==> config.mk <==
export PLATFORM = sky130hd
export DESIGN_NAME = data_ram_arbiter
export DESIGN_NICKNAME = d
export VERILOG_FILES = /design/src/rtl/data_ram_pkg.sv /design/src/rtl/data_ram_arbiter.sv
export SDC_FILE = /design/constraint.sdc
export NUM_CORES = 1
export LEC_CHECK = 0
export ABC_AREA = 1
export CAP_MARGIN = 20
export CELL_PAD_IN_SITES_DETAIL_PLACEMENT = 1
export CELL_PAD_IN_SITES_GLOBAL_PLACEMENT = 1
export CORE_MARGIN = 2
export CORE_UTILIZATION = 17
export CTS_BUF_LIST = sky130_fd_sc_hd__clkbuf_16
export CTS_CLUSTER_DIAMETER = 200
export DETAILED_ROUTE_END_ITERATION = 7
export PLACE_DENSITY = 0.9
export SYNTH_ARGS = -nofsm -noshare
export SYNTH_HDL_FRONTEND = slang
export SYNTH_SLANG_ARGS = --single-unit
==> constraint.sdc <==
create_clock -name clk -period 4.54 [get_ports clk]
set_clock_uncertainty 0.15 [all_clocks]
set_input_delay 0.908 -clock clk [delete_from_list [all_inputs] [get_ports clk]]
set_output_delay 0.908 -clock clk [all_outputs]
set_load 0.05 [all_outputs]
==> src/rtl/data_ram_pkg.sv <==
// data_ram_pkg: shared port indices, owner encoding and default widths for the data_ram arbiter
package data_ram_pkg;
  localparam int PORT_CPU = 0;
  localparam int PORT_DMA = 1;
  localparam int DEF_ADDR_W = 8;
  localparam int DEF_DATA_W = 8;
  typedef enum logic [1:0] {OWN_NONE, OWN_0, OWN_1} owner_e;
endpackage

==> src/rtl/data_ram_arbiter.sv <==
// data_ram_arbiter: round-robin two-port arbiter with bounded burst lock in front of a single-port RAM
module data_ram_arbiter
  import data_ram_pkg::*;
#(
  parameter int ADDR_W   = DEF_ADDR_W,
  parameter int DATA_W   = DEF_DATA_W,
  parameter int MAX_LOCK = 4
) (
  input  logic              clk,
  input  logic              rst_n,
  input  logic              req0,
  input  logic              req1,
  input  logic              we0,
  input  logic              we1,
  input  logic [ADDR_W-1:0] addr0,
  input  logic [ADDR_W-1:0] addr1,
  input  logic [DATA_W-1:0] wdata0,
  input  logic [DATA_W-1:0] wdata1,
  input  logic              lock0,
  input  logic              lock1,
  output logic              gnt0,
  output logic              gnt1,
  output logic              rvalid0,
  output logic              rvalid1,
  output logic [DATA_W-1:0] rdata0,
  output logic [DATA_W-1:0] rdata1,
  output logic              ram_we,
  output logic [ADDR_W-1:0] ram_addr,
  output logic [DATA_W-1:0] ram_wdata,
  input  logic [DATA_W-1:0] ram_rdata
);
  localparam int CW = $clog2(MAX_LOCK + 1);
  owner_e r_owner, w_owner_n, w_base_own;
  logic [CW-1:0] r_lock_cnt, w_cnt_n, w_base_cnt, w_cnt_inc;
  logic r_last, w_last_n, r_rvalid0, r_rvalid1;
  logic w_owner_req, w_hold, w_any, w_port, w_lock, w_we, w_drop, w_keep;
  // Pick the winning port and steer its fields onto the RAM pins; nothing is granted during reset
  always_comb begin
    w_owner_req = (r_owner == OWN_0) ? req0 : (r_owner == OWN_1) ? req1 : 1'b0;
    w_hold      = w_owner_req && (r_lock_cnt < CW'(MAX_LOCK));
    w_port      = w_hold ? (r_owner == OWN_1) : (req0 && req1) ? ~r_last : req1;
    w_any       = rst_n && (req0 || req1);
    gnt0        = w_any && !w_port;
    gnt1        = w_any && w_port;
    w_lock      = w_port ? lock1 : lock0;
    w_we        = w_port ? we1 : we0;
    ram_we      = w_any && w_we;
    ram_addr    = gnt1 ? addr1 : addr0;
    ram_wdata   = !w_any ? '0 : w_port ? wdata1 : wdata0;
    rvalid0     = r_rvalid0;
    rvalid1     = r_rvalid1;
    rdata0      = r_rvalid0 ? ram_rdata : '0;
    rdata1      = r_rvalid1 ? ram_rdata : '0;
  end
  // Ownership bookkeeping: an owner that dropped req is released first, then this cycle's grant is applied
  always_comb begin
    w_drop     = (r_owner != OWN_NONE) && !w_owner_req;
    w_base_own = w_drop ? OWN_NONE : r_owner;
    w_base_cnt = w_drop ? '0 : r_lock_cnt;
    w_cnt_inc  = (w_base_own == OWN_NONE) ? CW'(1) : w_base_cnt + CW'(1);
    w_keep     = w_lock && (w_cnt_inc != CW'(MAX_LOCK));
    w_owner_n  = !w_any ? w_base_own : !w_keep ? OWN_NONE : w_port ? OWN_1 : OWN_0;
    w_cnt_n    = !w_any ? w_base_cnt : w_keep ? w_cnt_inc : '0;
    w_last_n   = w_any ? w_port : w_drop ? (r_owner == OWN_1) : r_last;
  end
  // Arbitration state and read-return flags; reset makes port 0 win the first tie and drops pending returns
  always_ff @(posedge clk) begin
    if (!rst_n) begin
      r_last     <= 1'b1;
      r_owner    <= OWN_NONE;
      r_lock_cnt <= '0;
      r_rvalid0  <= 1'b0;
      r_rvalid1  <= 1'b0;
    end else begin
      r_last     <= w_last_n;
      r_owner    <= w_owner_n;
      r_lock_cnt <= w_cnt_n;
      r_rvalid0  <= gnt0 && !we0;
      r_rvalid1  <= gnt1 && !we1;
    end
  end
endmodule

==> impl_metrics.prom <==
# TYPE chip_impl_metric gauge
chip_impl_metric{name="layout.filler_cells",unit=""} 558
chip_impl_metric{name="setup_total_negative_slack",unit="ps"} 0
chip_impl_metric{name="timing.fmax",unit="GHz"} 0.2352
chip_impl_metric{name="data_arrival_time_of_the_worst_path",unit="ps"} 3190
chip_impl_metric{name="post_cts_resize_count",unit=""} 0
chip_impl_metric{name="vdd.ir_drop.worst",unit="V"} 0.0001564
chip_impl_info{name="capturing_element_type_of_the_critical_path",value="output pin"} 1
chip_impl_metric{name="post_synth_and_or_nand_nor_area_fraction",unit="%"} 42.90
chip_impl_info{name="worst_r2r_startpoint",value="r_owner[0]"} 1
chip_impl_metric{name="core_region_area",unit="µm²"} 4384
chip_impl_metric{name="ioPinCount",unit=""} 85
chip_impl_metric{name="synth-xor-area-share",unit="%"} 1.129
chip_impl_metric{name="post-cts-setup-buffer-count",unit=""} 0
chip_impl_metric{name="std_cell_rows",unit=""} 24
chip_impl_metric{name="die_h",unit="µm"} 71.55
chip_impl_metric{name="via_per_inst",unit=""} 4.328
chip_impl_metric{name="detail_route.wl_per_cell",unit="µm"} 12.43
chip_impl_metric{name="power.share.combinational",unit="%"} 48.9
chip_impl_info{name="worst_setup_sp_type",value="input pin"} 1
chip_impl_metric{name="reg2regPathDepth",unit=""} 12
chip_impl_metric{name="hold_buf_count_cts",unit=""} 0
chip_impl_metric{name="synth-adder-area-share",unit="%"} 1.613
chip_impl_metric{name="largest_net_degree_at_the_start_of_global_routing",unit=""} 20
chip_impl_metric{name="num_vias",unit=""} 1173
chip_impl_metric{name="hpwl",unit="µm"} 2807
chip_impl_metric{name="numCtsBuffers",unit=""} 3
chip_impl_metric{name="p_r_area_growth_vs_syn",unit="%"} 120.6
chip_impl_metric{name="grt_overflow_total",unit=""} 0
chip_impl_info{name="hold_path.class",value="register to register"} 1
chip_impl_metric{name="global_route_wire_length_before_repair",unit="µm"} 5644
chip_impl_metric{name="clock_sink_count",unit=""} 8
chip_impl_metric{name="power-per-cell-area",unit="nW/µm²"} 258.4
chip_impl_info{name="commonest_non_fill_non_tap_cell_in_the_layout",value="sky130_fd_sc_hd__clkdlybuf4s50_1"} 1
chip_impl_metric{name="crit_fanout",unit=""} 19
chip_impl_metric{name="dp_cells",unit=""} 268
chip_impl_info{name="layout_common_cells",value="sky130_fd_sc_hd__clkdlybuf4s50_1 (75), sky130_fd_sc_hd__nand2_1 (53), sky130_fd_sc_hd__inv_1 (28), sky130_fd_sc_hd__nand3_1 (11), sky130_fd_sc_hd__buf_4 (10)"} 1
chip_impl_metric{name="path_clk_slew",unit="ps"} 40
chip_impl_metric{name="multi_input_comb_area",unit="µm²"} 473.0
chip_impl_metric{name="layout-drive-gt1-share",unit="%"} 10.05
chip_impl_metric{name="report.final.slew_viol_count",unit=""} 0
chip_impl_metric{name="seq_power_share",unit="%"} 18.1
chip_impl_info{name="combinational_family_with_the_most_area_after_synthesis",value="simple AND/OR/NAND/NOR gates"} 1
chip_impl_metric{name="maximum_buffer_depth_of_the_clock_tree",unit=""} 2
chip_impl_info{name="synthTopCellsByArea",value="sky130_fd_sc_hd__nand2_1 (26%), sky130_fd_sc_hd__dfxtp_1 (21%), sky130_fd_sc_hd__inv_1 (14%), sky130_fd_sc_hd__a22o_1 (10%), sky130_fd_sc_hd__nand3_1 (7.1%)"} 1
chip_impl_metric{name="design_internal_power",unit="W"} 0.0002743
chip_impl_metric{name="first_global_vias",unit=""} 1305
chip_impl_metric{name="synth.top_cell.area_share",unit="%"} 25.65
chip_impl_metric{name="cts_htree_levels",unit=""} 1
chip_impl_metric{name="ff_latch_area",unit="µm²"} 160.2
chip_impl_metric{name="synth_area_per_cell",unit="µm²"} 5.746
chip_impl_info{name="cts_tree",value="yes"} 1
chip_impl_metric{name="floorplan.die.width",unit="µm"} 71.55
chip_impl_metric{name="antenna_found_initial",unit=""} 0
chip_impl_metric{name="syn_nets",unit=""} 184
chip_impl_metric{name="setup-violations-final",unit=""} 0
chip_impl_metric{name="hold_path_depth",unit=""} 2
chip_impl_metric{name="drt-total-wl",unit="µm"} 3368
chip_impl_info{name="ctsRootBufferMaster",value="sky130_fd_sc_hd__clkbuf_16"} 1
chip_impl_metric{name="gr-usage-all-layers",unit="%"} 13.68
chip_impl_metric{name="synth_compound_gate_area_share",unit="%"} 15.32
chip_impl_info{name="outcome",value="finished clean"} 1
chip_impl_metric{name="start_util",unit="%"} 17.69
chip_impl_info{name="criticalPathCategory",value="input pin to output pin"} 1
chip_impl_metric{name="reg2reg_slack",unit="ps"} 2390
chip_impl_info{name="r2r-end",value="r_lock_cnt[2]"} 1
chip_impl_metric{name="post_synth_cell_types",unit=""} 21
chip_impl_metric{name="stdcell_count",unit=""} 271
chip_impl_metric{name="endpoints_failing_hold",unit=""} 0
chip_impl_metric{name="syn_area",unit="µm²"} 775.7
chip_impl_metric{name="route.antenna.remaining_nets",unit=""} 0
chip_impl_metric{name="power_switching",unit="W"} 0.0001679
chip_impl_metric{name="ys_warn_count",unit=""} 0
chip_impl_metric{name="critPathRequiredTime",unit="ps"} 3480
chip_impl_metric{name="weighted_congestion_at_the_end_of_routability_driven_global_placement",unit=""} 0.9020
chip_impl_metric{name="detailedRoute.firstIterationViolations",unit=""} 11
chip_impl_metric{name="n_antenna_cell",unit=""} 0
chip_impl_metric{name="final_nets",unit=""} 270
chip_impl_metric{name="max_cap_viol_count",unit=""} 0
chip_impl_info{name="rsz_0062_raised_after_global_routing",value="false"} 1
chip_impl_metric{name="slew_headroom",unit="%"} 64.71
chip_impl_metric{name="clock_power_share",unit="%"} 33.0
chip_impl_metric{name="switching_share",unit="%"} 37.98
chip_impl_metric{name="postSynthCellCount",unit=""} 135
chip_impl_metric{name="quantity_of_i_o_buffers_inserted_on_ports",unit=""} 84
chip_impl_metric{name="die_area",unit="µm²"} 5119
chip_impl_metric{name="detail_route.drc_violations",unit=""} 0
chip_impl_info{name="hold_path_startpoint",value="r_lock_cnt[0]"} 1
chip_impl_metric{name="tightestPinTransition",unit="ps"} 527.7
chip_impl_metric{name="cellLeakagePower",unit="nW"} 0.8794
chip_impl_metric{name="first_pass_iters",unit=""} 4
chip_impl_metric{name="synth_seq_cells",unit=""} 8
chip_impl_info{name="hold_path_end",value="r_lock_cnt[0]"} 1
chip_impl_info{name="synth.largest_area_cell",value="sky130_fd_sc_hd__nand2_1"} 1
chip_impl_metric{name="seq_area_frac_synth",unit="%"} 20.65
chip_impl_metric{name="layout_worst_path_cycle_share",unit="%"} 93.65
chip_impl_metric{name="post_layout_min_period",unit="ps"} 4252
chip_impl_metric{name="worst_skew_pair.late_latency",unit="ps"} 230
chip_impl_metric{name="synth.area.mux_share",unit="%"} 0
[worst max path at each step]
stage	startpoint	end	slack [ps]	cells past startpoint
CTS	req0	ram_addr[7]	270	10
finish	req1	ram_addr[7]	290	11
global route	req1	ram_addr[4]	120	10
detailed placement	req0	ram_addr[7]	270	10
floorplan	req0	ram_wdata[0]	1280	7
global placement	req0	ram_addr[0]	330	10
[power by group through the flow]
stage          Clock [W]  Combinational [W]  Sequential (W)
2_1_floorplan          0           0.000125       0.0000810
3_3_place_gp           0           0.000214       0.0000810
3_5_place_dp           0           0.000217       0.0000814
4_1_cts         0.000149           0.000219       0.0000803
5_1_grt         0.000153           0.000230       0.0000810
6_report        0.000146           0.000216       0.0000802
[logic make-up (layout without fill, tap and decap cells)]
kind of cell / count (synthesis) / in the layout
buffers and inverters: 34 / 118
adder cells (fa/ha/maj): 1 / 1
flip-flops: 8 / 8
XOR/XNOR: 1 / 1
AO/OA/AOI/OAI: 16 / 16
AND/OR/NAND/NOR: 75 / 75
[per-layer routing]
metal  vias up  track usage, %  part of all wire (%)  wire (µm)
met5         -               0                     0          0
met4         0           5.241                   2.3         77
met3         8           4.079                   8.4        282
met2        56           26.23                    53       1775
met1       524           13.68                    37       1233
li1        585               -                     -          -
[worst max-delay path, stage by stage]
cell and delay, ps:
sky130_fd_sc_hd__clkdlybuf4s50_1 520, sky130_fd_sc_hd__nand3_1 100, sky130_fd_sc_hd__nand2_2 130, sky130_fd_sc_hd__nand2_1 100, sky130_fd_sc_hd__nand2_2 100, sky130_fd_sc_hd__nand2_4 70
sky130_fd_sc_hd__nor2_8 240, sky130_fd_sc_hd__inv_2 170, sky130_fd_sc_hd__nand2_1 90, sky130_fd_sc_hd__nand2_1 50, sky130_fd_sc_hd__clkdlybuf4s50_1 700
[sequential cells by signal, summed over array words and instances, names as in the netlist]
name / count
rvalid0: 1
r_lock_cnt: 3
r_last: 1
r_owner: 2
rvalid1: 1
[metrics by stage]
stage	hold WS [ps]	util, %	setup WS [ps]	total power (W)	cell area, µm²
2_1_floorplan	291.7	-	1279	0.0002063	775.7
3_3_place_gp	341.2	37.33	325.4	0.0002947	1637
3_5_place_dp	348.0	37.33	269.8	0.0002985	1637
4_1_cts	354.2	39.04	267.3	0.0004481	1712
5_1_grt	386.9	39.04	125.0	0.0004641	1712
6_report	353.1	39.04	288.2	0.0004422	1712
[cells in the mapped netlist]
master and number:
sky130_fd_sc_hd__nand2_1 53, sky130_fd_sc_hd__inv_1 28, sky130_fd_sc_hd__nand3_1 11, sky130_fd_sc_hd__a22o_1 9, sky130_fd_sc_hd__dfxtp_1 8, sky130_fd_sc_hd__a21oi_1 3, sky130_fd_sc_hd__nor2_1 3, sky130_fd_sc_hd__buf_6 2
sky130_fd_sc_hd__clkbuf_1 2, sky130_fd_sc_hd__inv_2 2, sky130_fd_sc_hd__nand2_2 2, sky130_fd_sc_hd__nor2_2 2, sky130_fd_sc_hd__o21ai_0 2, sky130_fd_sc_hd__a31oi_1 1, sky130_fd_sc_hd__ha_1 1, sky130_fd_sc_hd__nand2_4 1
sky130_fd_sc_hd__nand4_1 1, sky130_fd_sc_hd__nor2_8 1, sky130_fd_sc_hd__nor3_1 1, sky130_fd_sc_hd__o21ai_2 1, sky130_fd_sc_hd__xor2_1 1
[final cells by class]
type,instances,area share [%]
Clock buffer,3,4.386
Sequential cell,8,9.357
Tap cell,52,3.801
Multi-Input combinational cell,93,27.63
Timing Repair Buffer,85,48.25
Inverter,30,6.579
Note: power is estimated with default switching activity, not from simulation.
